## src/rtl/lsm_seq_pkg.sv

```systemverilog
// Shared types and constants for the load/store-multiple sequencer.
// The command field positions match the LSM pipeline register layout.
package lsm_pkg;
  localparam int CMD_W      = 21;
  localparam int LIST_W     = 16;
  localparam int ADDR_W     = 32;
  localparam int IDX_W      = 4;
  localparam int WORD_BYTES = 4;

  localparam int CMD_LOAD    = 20;
  localparam int CMD_WB      = 19;
  localparam int CMD_UP      = 18;
  localparam int CMD_LIST_HI = 15;
  localparam int CMD_LIST_LO = 0;

  typedef enum logic [1:0] {
    S_IDLE  = 2'd0,
    S_XFER  = 2'd1,
    S_WBACK = 2'd2
  } lsm_state_e;

  // Advance one word in the transfer direction; wraps modulo 2^ADDR_W.
  function automatic logic [ADDR_W-1:0] step_addr(input logic [ADDR_W-1:0] a,
                                                  input logic up);
    return up ? a + ADDR_W'(WORD_BYTES) : a - ADDR_W'(WORD_BYTES);
  endfunction
endpackage

```

## src/rtl/lsm_seq_if.sv

```systemverilog
// Command, memory and register-file signals of the LSM sequencer.
// master = the sequencer, slave = pipeline/memory/register-file side.
interface lsm_seq_if;
  import lsm_pkg::*;

  logic              cmd_valid_i;
  logic [CMD_W-1:0]  cmd_i;
  logic [ADDR_W-1:0] base_i;
  logic              mem_ready_i;
  logic [ADDR_W-1:0] mem_rdata_i;
  logic [ADDR_W-1:0] reg_rdata_i;

  logic              remain_o;
  logic              mem_req_o;
  logic              mem_we_o;
  logic [ADDR_W-1:0] mem_addr_o;
  logic [ADDR_W-1:0] mem_wdata_o;
  logic [IDX_W-1:0]  reg_raddr_o;
  logic              reg_we_o;
  logic [IDX_W-1:0]  reg_waddr_o;
  logic [ADDR_W-1:0] reg_wdata_o;
  logic              base_we_o;
  logic [ADDR_W-1:0] base_wdata_o;
  logic              done_o;

  modport master (
    input  cmd_valid_i, cmd_i, base_i, mem_ready_i, mem_rdata_i, reg_rdata_i,
    output remain_o, mem_req_o, mem_we_o, mem_addr_o, mem_wdata_o, reg_raddr_o,
           reg_we_o, reg_waddr_o, reg_wdata_o, base_we_o, base_wdata_o, done_o
  );

  modport slave (
    output cmd_valid_i, cmd_i, base_i, mem_ready_i, mem_rdata_i, reg_rdata_i,
    input  remain_o, mem_req_o, mem_we_o, mem_addr_o, mem_wdata_o, reg_raddr_o,
           reg_we_o, reg_waddr_o, reg_wdata_o, base_we_o, base_wdata_o, done_o
  );
endinterface

```

## src/rtl/lsm_seq_prienc.sv

```systemverilog
// Find-first-set over the register list: lowest set bit when up,
// highest set bit when down.
module lsm_prienc
  import lsm_pkg::*;
(
  input  logic [LIST_W-1:0] vec,
  input  logic              up,
  output logic [IDX_W-1:0]  idx,
  output logic              vld
);
  always_comb begin
    idx = '0;
    vld = 1'b0;
    // Up: first hit sticks. Down: later hits overwrite, leaving the highest.
    for (int i = 0; i < LIST_W; i++) begin
      if (vec[i] && !(up && vld)) begin
        idx = IDX_W'(i);
        vld = 1'b1;
      end
    end
  end
endmodule

```

## src/rtl/lsm_seq.sv

```systemverilog
// Load/store-multiple sequencer: expands a 16-bit register list into one
// word transfer per set bit, holding the pipeline while busy.
module lsm_seq
  import lsm_pkg::*;
(
  input  logic       clk_i,
  input  logic       rst_i,
  lsm_seq_if.master  bus
);
  lsm_state_e        state_q, state_d;
  logic [LIST_W-1:0] list_q, list_clr, cmd_list;
  logic              load_q, wb_q, up_q;
  logic [ADDR_W-1:0] addr_q;
  logic              done_q, done_d;
  logic              reg_we_q;
  logic [IDX_W-1:0]  reg_waddr_q;
  logic [ADDR_W-1:0] reg_wdata_q;
  logic [IDX_W-1:0]  cur_idx;
  logic              cur_vld, fire, accept, store_act;

  assign cmd_list = bus.cmd_i[CMD_LIST_HI:CMD_LIST_LO];

  lsm_prienc u_prienc (
    .vec (list_q),
    .up  (up_q),
    .idx (cur_idx),
    .vld (cur_vld)
  );

  assign fire      = (state_q == S_XFER) && cur_vld && bus.mem_ready_i;
  assign accept    = (state_q == S_IDLE) && bus.cmd_valid_i && (cmd_list != '0);
  assign list_clr  = list_q & ~(LIST_W'(1) << cur_idx);
  assign store_act = (state_q == S_XFER) && !load_q;

  always_ff @(posedge clk_i or posedge rst_i) begin
    if (rst_i) state_q <= S_IDLE;
    else       state_q <= state_d;
  end

  always_comb begin
    state_d = state_q;
    done_d  = 1'b0;
    case (state_q)
      S_IDLE: begin
        // An empty list completes immediately, with no writeback even if requested.
        if (bus.cmd_valid_i) begin
          if (cmd_list != '0) state_d = S_XFER;
          else                done_d  = 1'b1;
        end
      end
      S_XFER: begin
        if (fire && (list_clr == '0)) begin
          if (wb_q) begin
            state_d = S_WBACK;
          end else begin
            state_d = S_IDLE;
            done_d  = 1'b1;
          end
        end
      end
      S_WBACK: begin
        state_d = S_IDLE;
        done_d  = 1'b1;
      end
      default: state_d = S_IDLE;
    endcase
  end

  always_comb begin
    bus.remain_o     = (state_q != S_IDLE);
    bus.mem_req_o    = (state_q == S_XFER);
    bus.mem_we_o     = store_act;
    bus.mem_addr_o   = (state_q == S_XFER) ? addr_q : '0;
    bus.mem_wdata_o  = store_act ? bus.reg_rdata_i : '0;
    bus.reg_raddr_o  = cur_idx;
    bus.reg_we_o     = reg_we_q;
    bus.reg_waddr_o  = reg_waddr_q;
    bus.reg_wdata_o  = reg_wdata_q;
    bus.base_we_o    = (state_q == S_WBACK);
    bus.base_wdata_o = (state_q == S_WBACK) ? addr_q : '0;
    bus.done_o       = done_q;
  end

  always_ff @(posedge clk_i or posedge rst_i) begin
    if (rst_i) begin
      list_q      <= '0;
      load_q      <= 1'b0;
      wb_q        <= 1'b0;
      up_q        <= 1'b0;
      addr_q      <= '0;
      done_q      <= 1'b0;
      reg_we_q    <= 1'b0;
      reg_waddr_q <= '0;
      reg_wdata_q <= '0;
    end else begin
      done_q   <= done_d;
      reg_we_q <= fire && load_q;
      if (fire && load_q) begin
        reg_waddr_q <= cur_idx;
        reg_wdata_q <= bus.mem_rdata_i;
      end
      if (accept) begin
        list_q <= cmd_list;
        load_q <= bus.cmd_i[CMD_LOAD];
        wb_q   <= bus.cmd_i[CMD_WB];
        up_q   <= bus.cmd_i[CMD_UP];
        addr_q <= bus.base_i;
      end else if (fire) begin
        list_q <= list_clr;
        addr_q <= step_addr(addr_q, up_q);
      end
    end
  end
endmodule
```

## src/flat_wrapper.sv

```systemverilog
// flat-port wrapper written by rule: the top's interface ports become plain ports
module lsm_seq_flat import lsm_pkg::*;
  (clk_i, rst_i, bus_cmd_valid_i, bus_cmd_i, bus_base_i, bus_mem_ready_i, bus_mem_rdata_i, bus_reg_rdata_i, bus_remain_o, bus_mem_req_o, bus_mem_we_o, bus_mem_addr_o, bus_mem_wdata_o, bus_reg_raddr_o, bus_reg_we_o, bus_reg_waddr_o, bus_reg_wdata_o, bus_base_we_o, bus_base_wdata_o, bus_done_o);
  lsm_seq_if bus_i ();
  input  logic clk_i;
  input  logic rst_i;
  input wire logic [$bits(bus_i.cmd_valid_i)-1:0] bus_cmd_valid_i;
  input wire logic [$bits(bus_i.cmd_i)-1:0] bus_cmd_i;
  input wire logic [$bits(bus_i.base_i)-1:0] bus_base_i;
  input wire logic [$bits(bus_i.mem_ready_i)-1:0] bus_mem_ready_i;
  input wire logic [$bits(bus_i.mem_rdata_i)-1:0] bus_mem_rdata_i;
  input wire logic [$bits(bus_i.reg_rdata_i)-1:0] bus_reg_rdata_i;
  output wire logic [$bits(bus_i.remain_o)-1:0] bus_remain_o;
  output wire logic [$bits(bus_i.mem_req_o)-1:0] bus_mem_req_o;
  output wire logic [$bits(bus_i.mem_we_o)-1:0] bus_mem_we_o;
  output wire logic [$bits(bus_i.mem_addr_o)-1:0] bus_mem_addr_o;
  output wire logic [$bits(bus_i.mem_wdata_o)-1:0] bus_mem_wdata_o;
  output wire logic [$bits(bus_i.reg_raddr_o)-1:0] bus_reg_raddr_o;
  output wire logic [$bits(bus_i.reg_we_o)-1:0] bus_reg_we_o;
  output wire logic [$bits(bus_i.reg_waddr_o)-1:0] bus_reg_waddr_o;
  output wire logic [$bits(bus_i.reg_wdata_o)-1:0] bus_reg_wdata_o;
  output wire logic [$bits(bus_i.base_we_o)-1:0] bus_base_we_o;
  output wire logic [$bits(bus_i.base_wdata_o)-1:0] bus_base_wdata_o;
  output wire logic [$bits(bus_i.done_o)-1:0] bus_done_o;
  assign bus_i.cmd_valid_i = bus_cmd_valid_i;
  assign bus_i.cmd_i = bus_cmd_i;
  assign bus_i.base_i = bus_base_i;
  assign bus_i.mem_ready_i = bus_mem_ready_i;
  assign bus_i.mem_rdata_i = bus_mem_rdata_i;
  assign bus_i.reg_rdata_i = bus_reg_rdata_i;
  assign bus_remain_o = bus_i.remain_o;
  assign bus_mem_req_o = bus_i.mem_req_o;
  assign bus_mem_we_o = bus_i.mem_we_o;
  assign bus_mem_addr_o = bus_i.mem_addr_o;
  assign bus_mem_wdata_o = bus_i.mem_wdata_o;
  assign bus_reg_raddr_o = bus_i.reg_raddr_o;
  assign bus_reg_we_o = bus_i.reg_we_o;
  assign bus_reg_waddr_o = bus_i.reg_waddr_o;
  assign bus_reg_wdata_o = bus_i.reg_wdata_o;
  assign bus_base_we_o = bus_i.base_we_o;
  assign bus_base_wdata_o = bus_i.base_wdata_o;
  assign bus_done_o = bus_i.done_o;
  lsm_seq u_core (.clk_i(clk_i), .rst_i(rst_i), .bus(bus_i));
endmodule
```

## config.mk

```make
export PLATFORM = sky130hd
export DESIGN_NAME = lsm_seq_flat
export DESIGN_NICKNAME = d
export VERILOG_FILES = /design/src/rtl/lsm_seq_pkg.sv /design/src/rtl/lsm_seq_if.sv /design/src/rtl/lsm_seq_prienc.sv /design/src/rtl/lsm_seq.sv /design/src/flat_wrapper.sv
export SDC_FILE = /design/constraint.sdc
export NUM_CORES = 1
export LEC_CHECK = 0
export CAP_MARGIN = 20
export CORE_ASPECT_RATIO = 1.5
export CORE_MARGIN = 1.5
export CORE_UTILIZATION = 28
export CTS_CLUSTER_SIZE = 10
export DETAILED_ROUTE_END_ITERATION = 6
export PLACE_DENSITY_LB_ADDON = 0.3
export RECOVER_POWER = 100
export SYNTH_ARGS = -nofsm -noshare
export SYNTH_HDL_FRONTEND = slang
export SYNTH_HIERARCHICAL = 1
export SYNTH_SLANG_ARGS = --single-unit
```

## constraint.sdc

```tcl
create_clock -name clk_i -period 4.2 [get_ports clk_i]
set_clock_uncertainty 0.1 [all_clocks]
set_input_delay 0.42 -clock clk_i [delete_from_list [all_inputs] [get_ports clk_i]]
set_output_delay 0.42 -clock clk_i [all_outputs]
set_load 0.005 [all_outputs]
```

After elaboration in Yosys (flattened, before gate mapping)
Index checks and enable logic that the tools add are counted.
{ "word_totals": {"reg_bits": 91, "input_bits": 121, "out_inout_bits": 142} }
{ "op_classes": {"n_bitwise": 2, "shifts": 1, "eq_ne": 5, "reduce_logical": 59, "n_addsub": 2, "n_mux": 49} }
{ "ops": {"columns": ["operator", "count"], "rows": [
  ["$mux 32", 6],
  ["$mux 4", 14],
  ["$logic_and 1x1->1", 37],
  ["$add 32x3->32 const B", 1],
  ["$mux 16", 2],
  ["$sub 32x3->32 const B", 1],
  ["$mux 1", 21],
  ["$and 16x16->16", 1],
  ["$logic_not 1->1", 16],
  ["$logic_not 16->1", 1],
  ["$not 16->16", 1],
  ["$reduce_bool 16->1", 1],
  ["$shl 1x4->16 const A", 1],
  ["$mux 2", 4],
  ["$ne 2x2->1 const B", 2],
  ["$pmux 2 s2", 1],
  ["$reduce_bool 2->1", 2],
  ["$pmux 1 s3", 1],
  ["$reduce_and 3->1", 1],
  ["$eq 2x1->1 const B", 1],
  ["$eq 2x2->1 const B", 1],
  ["$logic_not 2->1", 1],
  ["$ne 2x1->1 const B", 1]
]} }

Depth between registers and ports, before layout
{ "logic_depth": {"word_depth": 68, "depth_mapped": 15} }

By module
Netlist, hierarchy kept.
{ "modules_own_cells": {"columns": ["mod", "area_per_inst_um2", "instances", "seq_area_each_um2", "cells_per_inst"], "rows": [
  ["lsm_seq", 5972.0, 1, 2277.2, 680],
  ["lsm_prienc", 412.9, 1, 0.0, 64]
]} }

Least setup slack after synthesis
Ideal clock, no wire load.
{ "synth_path": {"path_type": "register to register", "startpoint": "register u_core.list_q[4]", "endpoint": "register u_core.done_q (netlist: u_core/bus.done_o)", "t_required_ps": 4023, "arrival_ps": 3288, "path_slack_ps": 735, "setup_time_ps": 77, "stages_incl_launch_ff": 16, "n_path_buf": 2, "synth_period_minus_slack_ps": 3465, "path_cell_list": "dfrtp_1 -> or4_4 -> and3b_1 -> buf_6 -> nand2_1 -> o221a_2 -> a31oi_1 -> clkbuf_1 -> nand2_1 -> o21ai_0 -> a31oi_1 -> a211oi_1 -> nand4_1 -> and4b_1 -> nand2_1 -> a21oi_1"} }
{ "synth_between": {"elab_chain_len": 53, "elab_cells_between_ends": 67, "cone_classes": "1 x shift; 26 x mux; 2 x bitwise; 38 x reduce/logical"} }
{ "synth_lines": {"columns": ["item", "line_no", "rtl"], "rows": [
  ["from (decl)", "lsm_seq.sv:11", "logic [LIST_W-1:0] list_q, list_clr, cmd_list;"],
  ["from (signal assigned)", "lsm_seq.sv:103", "list_q <= cmd_list;"],
  ["from (signal assigned)", "lsm_seq.sv:109", "list_q <= list_clr;"],
  ["$logic_and 1x1->1 *", "lsm_seq_prienc.sv:16", "if (vec[i] && !(up && vld)) begin"],
  ["$mux 1", "lsm_seq_prienc.sv:16", null],
  ["$logic_and 1x1->1", "lsm_seq_prienc.sv:16", null],
  ["$logic_not 1->1", "lsm_seq_prienc.sv:16", null],
  ["$logic_and 1x1->1", "lsm_seq_prienc.sv:16", null],
  ["$mux 1", "lsm_seq_prienc.sv:16", null],
  ["$logic_and 1x1->1", "lsm_seq_prienc.sv:16", null],
  ["$logic_not 1->1", "lsm_seq_prienc.sv:16", null],
  ["[38 not listed]", null, null],
  ["named net bus_reg_raddr_o[1]", "flat_wrapper.sv:18", "output wire logic [$bits(bus_i.reg_raddr_o)-1:0] bus_reg_raddr_o;"],
  ["$shl 1x4->16 *", "lsm_seq.sv:32", "assign list_clr = list_q & ~(LIST_W'(1) << cur_idx);"],
  ["$not 16->16 *", "lsm_seq.sv:32", null],
  ["$and 16x16->16 *", "lsm_seq.sv:32", null],
  ["$logic_not 16->1 *", "lsm_seq.sv:52", "if (fire && (list_clr == '0)) begin"],
  ["$logic_and 1x1->1 *", "lsm_seq.sv:52", null],
  ["$mux 1 *", "lsm_seq.sv:52", null],
  ["$pmux 1 s3 *", "lsm_seq.sv:43", "case (state_q)"],
  ["named net u_core.done_d", "lsm_seq.sv:14", "logic done_q, done_d;"],
  ["to (signal assigned)", "lsm_seq.sv:96", "done_q <= done_d;"],
  ["to (decl)", "lsm_seq.sv:14", null]
]} }
The timed path passes the listed nets; every way through them passes the cells marked *.
A chain may end at the register's enable or synchronous reset.

Worst setup path in the final report
{ "layout_path": {"startpoint": "register u_core.list_q[4]", "endpoint": "register u_core.done_q (netlist: u_core/bus.done_o)"} }
{ "layout_between": {"elab_chain_len": 53, "elab_cells_between_ends": 67, "cone_classes": "1 x shift; 26 x mux; 2 x bitwise; 38 x reduce/logical"} }
{ "layout_lines": {"columns": ["item", "line_no"], "rows": [
  ["$logic_and 1x1->1", "lsm_seq_prienc.sv:16"],
  ["$mux 1", "lsm_seq_prienc.sv:16"],
  ["$logic_and 1x1->1", "lsm_seq_prienc.sv:16"],
  ["$logic_not 1->1", "lsm_seq_prienc.sv:16"],
  ["$logic_and 1x1->1", "lsm_seq_prienc.sv:16"],
  ["$mux 1", "lsm_seq_prienc.sv:16"],
  ["$logic_and 1x1->1", "lsm_seq_prienc.sv:16"],
  ["$logic_not 1->1", "lsm_seq_prienc.sv:16"],
  ["[38 not listed]", null],
  ["$shl 1x4->16", "lsm_seq.sv:32"],
  ["$not 16->16", "lsm_seq.sv:32"],
  ["$and 16x16->16", "lsm_seq.sv:32"],
  ["$logic_not 16->1", "lsm_seq.sv:52"],
  ["$logic_and 1x1->1 *", "lsm_seq.sv:52"],
  ["$mux 1 *", "lsm_seq.sv:52"],
  ["$pmux 1 s3 *", "lsm_seq.sv:43"],
  ["named net u_core.done_d", "lsm_seq.sv:14"]
]} }
Marked as above.

==> metrics <==
status=finished, violations left; violated checks=max-capacitance violations, max-slew violations; P per Cell Area=197.9 mW/mm^2; Hold Startpoint=u_core/bus.reg_wdata_o[22]; R2R setup slack=roughly 0.39 ns; Hold Path Stages=1; Routed Wire Length=about 21,000 um; Hold Path Class=flop to flop; asr flop ratio synth=1.000; clk_lat worst skew=around 0.34 ns; WL per Instance=~17 um; RR Endpoint=u_core/bus.done_o; routability cong.=approximately 0.85; Fin. Hold Viols=0; Final Max Slew Viols=93; via count=between 6,000 and 7,000; WP data arrival=3.98 ns; area leader, netlist=dfrtp_1; most frequent cells in the layout=clkdlybuf4s50_1 (185), dfrtp_1 (91), dlygate4sd3_1 (75), nand2_1 (75), and2_0 (63); met1 Use GR=0.1935; LEAKAGE=4.363 nW; Crit Path Class=flop to flop; global-route wire length before repair=between 30,000 and 40,000 um; die height=approximately 190 um; CTS root buf=clkbuf_16; initial antenna violation count=0; hold buffers post-CTS=0; Post-CTS Resized=0; CTS tree=built; worst vdd rail ir drop=around 0.00019 V; Max Cap Viol=2; actual slew at the worst max-slew pin=roughly 2.6 ns; Max Root-Sink Buffers=2; crit start category=flop; total global routing overflow=0; clk slew on worst S/H paths=around 0.06 ns; ys flop type=dfrtp_1; Core ar.=0.02238 mm^2; Starting DRT DRC Count=232; Max Freq=roughly 260 MHz; ranking of synthesized cells by area=dfrtp_1 (36%), and2_1 (9.6%), ha_1 (5.5%); nets=1,146; DR vias/cell=5.067; Yosys reg bits=91; grt met3 use=0.03338; WHS Endpoint=u_core/bus.reg_wdata_o[22]; RSZ-0062 raised after global routing=no; post-layout min period=3.811 ns; # H-tree levels=3; total negative setup slack=0 ns; Post-synth EDFFs=0; Die X=roughly 130 um; # DRC=0; # diodes=0; relative slew slack=-0.7236; Critical Path End Type=flop; Net Count, Synth=894; FF-to-FF Start=u_core/list_q[4]; Yosys warnings=6; CP required=approximately 4.4 ns; # port buffers=260; sequential share of the synthesized area=0.3567; Final Setup Violations=0; overall power=approximately 1.9 mW; num rows=67; I/O pin count=approximately 260; hpwl dp=~16,000 um; Sink Count=91; cell count after synthesis=between 700 and 800; syn_area_per_cell=~8.6 um^2; Worst Path Max Fanout=8; Routed Antenna Nets=0; most common cell after layout, fill and taps aside=clkdlybuf4s50_1; initial core utilization=0.2853; Filler Cells Inserted=approximately 2,200; layout cells sized above 1=0.05694; vias in the first global route=roughly 6,400; Die ar.=between 0.02 and 0.025 mm^2; Tcrit/Tclk final=0.9074; Synth top area share=0.3567; GRT busiest layer=met2; CTS buffer count=9; Setup Fix Bufs, Post-CTS=0; Layout area overhead=49.97%; GRT Overall Usage=0.1783; largest net degree at the start of global routing=56; Post-Syn Area=roughly 0.0064 mm^2; DRT Pass-1 Iters=5; R2R depth=12; count of cell types in the netlist=64; Final Util=0.4278; GRT met2 Usage=0.3400
[worst max-delay path by stage]
| stage | start | to | slack (ns) | depth (start not counted) |
|---|---|---|---|---|
| final | u_core/list_q[4] | u_core/bus.done_o | 0.39 | 12 |
| after global routing | u_core/up_q | u_core/addr_q[25] | 0.11 | 12 |
| after CTS | u_core/list_q[4] | u_core/bus.done_o | 0.43 | 12 |
| after detailed placement | u_core/list_q[4] | u_core/bus.done_o | 0.47 | 12 |
| after global placement | u_core/list_q[4] | u_core/bus.done_o | 0.54 | 12 |
| after floorplan | u_core/list_q[4] | u_core/bus.done_o | 0.73 | 15 |
[cells in the mapped netlist, types with 3 or more instances]
cell type / count
a21oi_1: 53
o21a_1: 4
a211oi_1: 10
xor2_1: 6
o22ai_1: 5
nor3_1: 9
or3_1: 6
nand2_1: 76
inv_1: 16
nor4_1: 9
clkbuf_1: 31
o21bai_1: 7
o32ai_1: 4
xnor2_1: 19
nand3_1: 9
dfrtp_1: 91
or2_2: 3
mux2_1: 15
ha_1: 28
o21ai_1: 15
mux2_2: 21
nor2b_1: 6
and3_1: 10
a21o_1: 16
a211o_1: 3
or4_1: 3
and2_1: 98
a31oi_1: 13
nor2_1: 51
mux2i_1: 3
nand4_1: 5
o31ai_1: 4
nand2b_1: 5
buf_1: 4
o21ai_0: 51
[cell type report]
class | instances | area (um^2) | share of cell area
Sequential cell | 91 | 2277 | 0.2378
Clock inverter | 3 | 46.29 | 0.004835
Tap cell | 276 | 345.3 | 0.03606
Clock buffer | 13 | 260.3 | 0.02718
Inverter | 16 | 61.31 | 0.006403
Timing Repair Buffer | 277 | 2698 | 0.2817
Multi-Input combinational cell | 601 | 3887 | 0.4060
[metal layers]
metal  vias up  wire length, um
met5         -                0
met3        28             1056
met4         0              544
met2       214            11300
met1      3060             8210
li1       3168                -
[power breakdown]
part           switching, mW  internal, mW  leakage, nW
registers                  0         0.876         1.26
logic                 0.0479         0.126         2.95
clock network          0.349         0.496        0.146
[per-stage QoR]
step / hold slack [ns] / area [um^2] / setup WS (ns) / instances
global route: 0.3934 / 9575 / 0.1113 / 1277
floorplan: 0.3511 / 6385 / 0.7346 / 744
CTS: 0.3948 / 9638 / 0.4281 / 1277
global placement: 0.3722 / 9331 / 0.5358 / 1261
finish: 0.3852 / 9575 / 0.3888 / 1277
detailed placement: 0.3800 / 9331 / 0.4681 / 1261
[flip-flops by register name, summed over array words and instances, names as in the netlist]
name,count
u_core/addr_q,32
u_core/bus.done_o,1
u_core/bus.reg_waddr_o,4
u_core/bus.reg_wdata_o,32
u_core/bus.reg_we_o,1
u_core/list_q,16
u_core/load_q,1
u_core/state_q,2
u_core/up_q,1
u_core/wb_q,1
[critical path: stages (launching register included)]
cell and delay, ns:
dfrtp_1 0.46, or4_4 0.61, and3b_1 0.35, mux2i_1 0.11
o32a_1 0.32, o22ai_2 0.28, nand2b_1 0.20, or3b_1 0.38
a211oi_1 0.24, nand4_1 0.14, and4b_1 0.36, nand2_1 0.07
a21oi_1 0.14
[cell families after synthesis]
logic type,count (synthesis),synth area share
flops,91,0.3567
xor+xnor,25,0.03429
fa+ha+maj,29,0.05801
simple gates,297,0.2416
mux,39,0.06820
buf+inv,52,0.03175
compound gates,211,0.2095
(Power assumes the default switching activity.)
